File: src/rtl/fifo_rd_stream.sv
// Read-side adapter: pulls words from fifo_syn's registered read port and presents them as a valid/ready stream.
// Optional word counter port enabled by defining FIFO_RD_STREAM_CNT_EN.
module fifo_rd_stream #(
    parameter int DATA_WIDTH = 32,
    parameter int CNT_WIDTH  = 16
) (
    input  logic                  clk,
    input  logic                  rst_n,
    input  logic                  en,
    input  logic                  fifo_empty,
    input  logic [DATA_WIDTH-1:0] fifo_data_out,
    output logic                  fifo_rd_en,
    output logic                  m_valid,
    output logic [DATA_WIDTH-1:0] m_data,
    input  logic                  m_ready,
    output logic                  busy
`ifdef FIFO_RD_STREAM_CNT_EN
    ,
    output logic [CNT_WIDTH-1:0]  word_cnt
`endif
);

    typedef enum logic [1:0] {
        IDLE,
        RUN,
        DRAIN
    } state_t;

    state_t                state;
    logic [DATA_WIDTH-1:0] data_buf [2];
    logic                  head;
    logic                  tail;
    logic [1:0]            occ;
    logic                  inflight;
    logic                  pop;
    logic [1:0]            pending;
    logic [1:0]            occ_next;

    assign m_valid = (occ != 2'd0);
    assign m_data  = data_buf[head];
    assign pop     = m_valid && m_ready;
    assign busy    = (state != IDLE);

    // Words already buffered plus the one the FIFO is still producing; a pop this edge frees a slot.
    assign pending    = occ + {1'b0, inflight};
    assign fifo_rd_en = (state == RUN) && en && !fifo_empty &&
                        ((pending < 2'd2) || ((pending == 2'd2) && pop));

    always_comb begin
        occ_next = occ;
        if (inflight && !pop)
            occ_next = occ + 2'd1;
        else if (!inflight && pop)
            occ_next = occ - 2'd1;
    end

    always_ff @(posedge clk or negedge rst_n) begin
        if (!rst_n) begin
            data_buf[0] <= '0;
            data_buf[1] <= '0;
            head        <= 1'b0;
            tail        <= 1'b0;
            occ         <= 2'd0;
            inflight    <= 1'b0;
        end else begin
            inflight <= fifo_rd_en;
            if (inflight) begin
                data_buf[tail] <= fifo_data_out;
                tail           <= ~tail;
            end
            if (pop)
                head <= ~head;
            occ <= occ_next;
        end
    end

    // DRAIN keeps delivering what was buffered or in flight when en dropped, then returns to IDLE.
    always_ff @(posedge clk or negedge rst_n) begin
        if (!rst_n) begin
            state <= IDLE;
        end else begin
            case (state)
                IDLE: begin
                    if (en)
                        state <= RUN;
                end
                RUN: begin
                    if (!en) begin
                        if ((occ != 2'd0) || inflight)
                            state <= DRAIN;
                        else
                            state <= IDLE;
                    end
                end
                DRAIN: begin
                    if (en)
                        state <= RUN;
                    else if (occ_next == 2'd0)
                        state <= IDLE;
                end
                default: state <= IDLE;
            endcase
        end
    end

`ifdef FIFO_RD_STREAM_CNT_EN
    always_ff @(posedge clk or negedge rst_n) begin
        if (!rst_n)
            word_cnt <= '0;
        else if (pop)
            word_cnt <= word_cnt + 1'b1;
    end
`else
    localparam bit unused_cnt_cfg = (CNT_WIDTH > 0);
`endif

endmodule
File: config.mk
export PLATFORM = sky130hd
export DESIGN_NAME = fifo_rd_stream
export DESIGN_NICKNAME = d
export VERILOG_FILES = /design/src/rtl/fifo_rd_stream.sv
export SDC_FILE = /design/constraint.sdc
export NUM_CORES = 1
export LEC_CHECK = 0
export BUFFER_PORTS_ARGS = -buffer_cell sky130_fd_sc_hd__buf_2
export CAP_MARGIN = 20
export CORE_ASPECT_RATIO = 0.75
export CORE_MARGIN = 3
export CORE_UTILIZATION = 35
export CTS_BUF_LIST = sky130_fd_sc_hd__clkbuf_8
export CTS_CLUSTER_SIZE = 30
export DETAILED_ROUTE_END_ITERATION = 10
export PLACE_DENSITY_LB_ADDON = 0.12
export SYNTH_ARGS = -nofsm -noshare
export SYNTH_HDL_FRONTEND = slang
export SYNTH_SLANG_ARGS = --single-unit
File: constraint.sdc
create_clock -name clk -period 1.5 [get_ports clk]
set_input_delay 0.3 -clock clk [delete_from_list [all_inputs] [get_ports clk]]
set_output_delay 0.3 -clock clk [all_outputs]
set_load 0.05 [all_outputs]
; ---- Word level (Yosys, flattened, before mapping)
; Index checks and enable logic that the tools add are counted.
[totals]
latchBits = 0
reg_bits = 71
inputBits = 37
mem_bits_rw = 0
output_inout_bits = 35
rom_bits = 0
memories = 0
elab_cells = 56
[classes]
n_addsub = 3
n_div = 0
n_bitwise = 4
shifts = 0
n_reduce_logical = 18
mux = 14
eq_ne = 6
n_mul = 0
magnitude_cmp = 4
[op_table]
columns = op, n
row1 = 2-to-1 mux 32 bit, 4
row2 = bitwise mux 64 bit, 1
row3 = demux 32 bit (select 1 bit), 1
row4 = 2-to-1 mux 2 bit, 7
row5 = logical AND 1 bit, 8
row6 = case mux 2 bit (3 select lines), 1
row7 = equality test 2 bit (second input constant), 2
row8 = greater-or-equal comparator 2 bit (second input constant), 2
row9 = logical NOT 2 bit, 2
row10 = != test 2 bit (second input constant), 2
row11 = NOT 1 -> 2 bit, 2
row12 = nonzero test 2 bit, 2
row13 = logical NOT 1 bit, 3
row14 = != test 3 bit (second input constant), 1
row15 = AND reduction 3 bit, 1
row16 = adder 2 x 1 -> 2 bit, 1
row17 = adder 2 x 1 -> 2 bit (second input constant), 1
row18 = equality test 2 x 1 -> 1 bit (second input constant), 1
row19 = logical OR 1 bit, 2
row20 = less-than comparator 2 x 1 -> 1 bit (second input constant), 1
row21 = less-than comparator 2 bit (second input constant), 1
row22 = NOT 1 bit, 2
row23 = subtractor 2 x 1 -> 2 bit (second input constant), 1

; ---- Depth between registers and ports, before layout
[depth]
word_depth = 9
depth_mapped = 6
mapped_depth_nobuf = 5

; ---- Worst setup path after synthesis
; No wires, ideal clock.
[synth_timing]
path_kind = flip-flop to output port
start = reg occ[0]
end = out fifo_rd_en
required_time_ns = 1.200
path_slack_ns = -0.601
path_stages_with_launch = 7
n_path_buf = 1
arrival_ns = 1.801
cell_sequence = dfrtp_1 > inv_1 > ha_1 > nor2b_1 > buf_2 > nand2b_1 > a21oi_1
[synth_between]
elab_chain_len = 5
elab_cells_between_ends = 8
cone_classes = add/sub (1) / order compare (1) / eq/ne (1) / reduce/logical (5)
[synth_lines]
columns = item, line
row1 = "start, declared", 33  ; logic [1:0] occ;
row2 = "start signal, assigned", 73  ; occ <= occ_next;
row3 = adder 2 x 1 -> 2 bit / nonzero test 2 bit (equally long branches), "45, 39"
row4 = equality test 2 bit / logical AND 1 bit (equally long branches), "47, 41"
row5 = logical AND 1 bit, 47  ; ((pending < 2'd2) || ((pending == 2'd2) && pop));
row6 = logical OR 1 bit (*), 47
row7 = logical AND 1 bit (*), 46  ; assign fifo_rd_en = (state == RUN) && en && !fifo_empty &&
row8 = "end, declared", 12  ; output logic fifo_rd_en,
; Every way passes the cells marked *; elsewhere a longest branch is shown, timed or not.

; ---- Worst setup path in the final report
[layout_timing]
start = reg state[1]
end = out fifo_rd_en
[layout_between]
elab_chain_len = 4
[layout_lines]
columns = item, line
row1 = "start, declared", 29  ; state_t state;
row2 = "start signal, assigned", 80  ; state <= IDLE;
row3 = "start signal, assigned", 85  ; state <= RUN;
row4 = "start signal, assigned", 90  ; state <= DRAIN;
row5 = equality test 2 x 1 -> 1 bit, 46
row6 = logical AND 1 bit (3 in series), 46
; No other way between the ends.

==> impl_metrics.json <==
{
  "drt_iter0_drc": 51,
  "tightest_slew_ps": 392,
  "track_usage_pct": 13.5,
  "stdcell_count": 436,
  "syn2layout_area_growth_pct": 39.7,
  "insertion_delay_ps": 340,
  "clock_skew_ps": 4.73,
  "cts_buffer_depth": 2,
  "synth_top_cell_area_share_pct": 53.6,
  "grt_max_degree": 72,
  "root_buffer": "clkbuf_8",
  "yosysWarnings": 0,
  "synthTopCellsByArea": "dfrtp_1, mux2_2, mux2_4, buf_6, mux2_1",
  "syn-num-nets": 249,
  "drv_cap": 0,
  "cts_buffers": 9,
  "finalCritPeriodShare_pct": 123,
  "critPathSlowestCell": "or4bb_1",
  "gr-total-overflow": 0,
  "r2r_end": "state[1]",
  "hold_viol": 0,
  "status": "finished with violations",
  "timing.final.ws_setup_ps": -348,
  "drtPass1Iterations": 4,
  "hpwl_um": 4090,
  "die_h_um": 90.2,
  "ys_async_sr_fraction_pct": 100,
  "min_from": "fifo_data_out[14]",
  "core_area_mm2": 0.00912,
  "gp_congestion": 0.721,
  "regArea_mm2": 0.00178,
  "yosys.area.top_type": "dfrtp_1",
  "cpLargestDelayFamily": "simple AND/OR/NAND/NOR gates",
  "syn_inst": 210,
  "critPathMaxStageDelay_ps": 520,
  "antenna_cells": 0,
  "placedCellCount": 411,
  "slew_violations": 0,
  "yosysSeqAreaShare_pct": 53.6,
  "holdCritPathClass": "input port to register",
  "hold_depth": 2,
  "finish.net_count": 343,
  "die_area_mm2": 0.0107,
  "synth_top_cells_by_count": "dfrtp_1, mux2_2, mux2_4, buf_2, buf_6",
  "violations": "setup timing",
  "cp.required_ps": 1200,
  "slew_headroom_pct": 73.9,
  "setup_violations": 36,
  "fin_area_mm2": 0.00463,
  "timing.rr.start": "occ[0]",
  "synth_cell_types": 28,
  "grt_setup_unrepaired": "true",
  "multi_input_area_mm2": 0.00155,
  "ff2ff_path_depth": 6,
  "grt_pass1_wl_um": 11300,
  "pin_count": 72,
  "viasPerCell": 4.55,
  "ys_seq_elements": 71,
  "initial_utilization_pct": 36.3,
  "drc_errors": 0,
  "grt_pass1_vias": 2106,
  "ant_nets": 0,
  "regToRegSetupSlack_ps": -50,
  "synth_flop_cell": "dfrtp_1",
  "min_period_ps": 1850,
  "syn_area_mm2": 0.00331,
  "synth.most_common_cell": "dfrtp_1",
  "drive_gt1_share_pct": 68.8,
  "n_fill_cell": 796,
  "cts.clk_slew.worst_paths_ps": 70,
  "path_cells": "or4bb_1 -> a21oi_4 -> buf_6",
  "worst-path-buf-inv": 1,
  "antenna_found_initial": 0,
  "vias": 1985,
  "timing.fmax_ghz": 0.541,
  "critPathCaptureType": "output port",
  "totalWireLength_um": 6940,
  "worstPathArrival_ps": 1550,
  "holdPathEnd": "data_buf[14]",
  "placed_cell_area_mm2": 0.00397,
  "fp.dieW_um": 118,
  "rows": 30,
  "port_buffers": 71,
  "synth_enable_flop_cells": 0,
  "cts_max_level": 3,
  "path_class": "register to output port",
  "cp-start-kind": "register",
  "cts_tree": "built",
  "clock_sinks": 71,
  "syn_area_per_cell_um2": 15.8,
  "drt-wirelength-per-cell_um": 15.9,
  "cp_max_fo": 2
}
[stage by stage]
stage               hold WS, ps  TNS [ps]  setup WS, ps  utilization, %
floorplan                  4.41      -232          -106               -
CTS                         165     -9170          -382            49.1
global placement            367      -247          -139            43.5
finish                      188     -9830          -348            50.7
detailed placement          368      -258          -139            43.5
global route                173    -11920          -442            50.7
[worst register-to-register path: stages, from the launching register on]
cell	delay, ps
dfrtp_1	390
inv_2	70
ha_4	170
buf_6	120
or4b_1	450
o311ai_1	100
nand3_1	110
[layout by cell type, fill, tap and decap left out, types with 2 or more instances in the layout]
cell,synthesis,final
mux2_1,4,3
buf_2,7,36
mux2_4,30,52
xnor2_1,2,2
clkbuf_16,0,3
mux2i_1,2,2
inv_2,0,2
buf_4,0,7
clkbuf_8,0,12
inv_1,3,3
dfrtp_1,71,70
xor2_1,3,3
buf_12,0,7
buf_8,0,4
mux2_2,63,42
nor2b_4,1,2
buf_6,5,38
[logic make-up (layout without fill, tap and decap cells)]
group                      Yosys count  count (layout)  synth area share, %
AOI/OAI and AO/OA                    5               5                 1.06
xor gates and xnor gates             5               5                 1.32
adders and majority gates            2               2                0.755
buffers and inverters               16             114                 3.21
DFF                                 71              71                 53.6
muxes                               99              99                 37.0
and+or+nand+nor                     12              12                 3.02
[registers in the layout (all words and copies together), names as in the netlist]
name and count:
data_buf 64, occ 2, state 2, head 1
inflight 1, tail 1
[how the worst max path moves through the flow]
stage                   from    endpoint  slack (ps)  cells after the start
global route        state[1]  fifo_rd_en        -440                      3
finish              state[1]  fifo_rd_en        -350                      3
detailed placement    occ[0]  fifo_rd_en        -140                      6
floorplan             occ[0]  fifo_rd_en        -110                      6
global placement      occ[0]  fifo_rd_en        -140                      6
CTS                 state[1]  fifo_rd_en        -380                      3
[metal layers]
metal	GRT usage (%)	vias up	share of wire, %
met5	0	-	0
met4	4.10	0	1.2
met3	6.04	10	6.9
met2	19.0	53	44
met1	18.6	987	47
li1	-	935	-
[repair_timing]
action,4_1_cts,5_1_grt
hold endpoints to repair,71,0
resized for setup,97,11
buffers inserted,4,4
pin swaps,4,2
endpoints found under the setup margin,37,37
cloned,0,4
hold buffers,1,0
[cell type report]
| class | count | area share (%) |
|---|---|---|
| clock buffers | 12 | 3.57 |
| flip-flops and latches | 71 | 38.4 |
| inverters | 3 | 0.297 |
| well taps | 128 | 3.46 |
| clock inverters | 3 | 0.243 |
| repair buffers | 96 | 20.4 |
| multi-input cells | 123 | 33.6 |
Power is left out: the tool's default activity adds up to more than one toggle a clock period on the data nets, which glitch-free logic cannot reach.
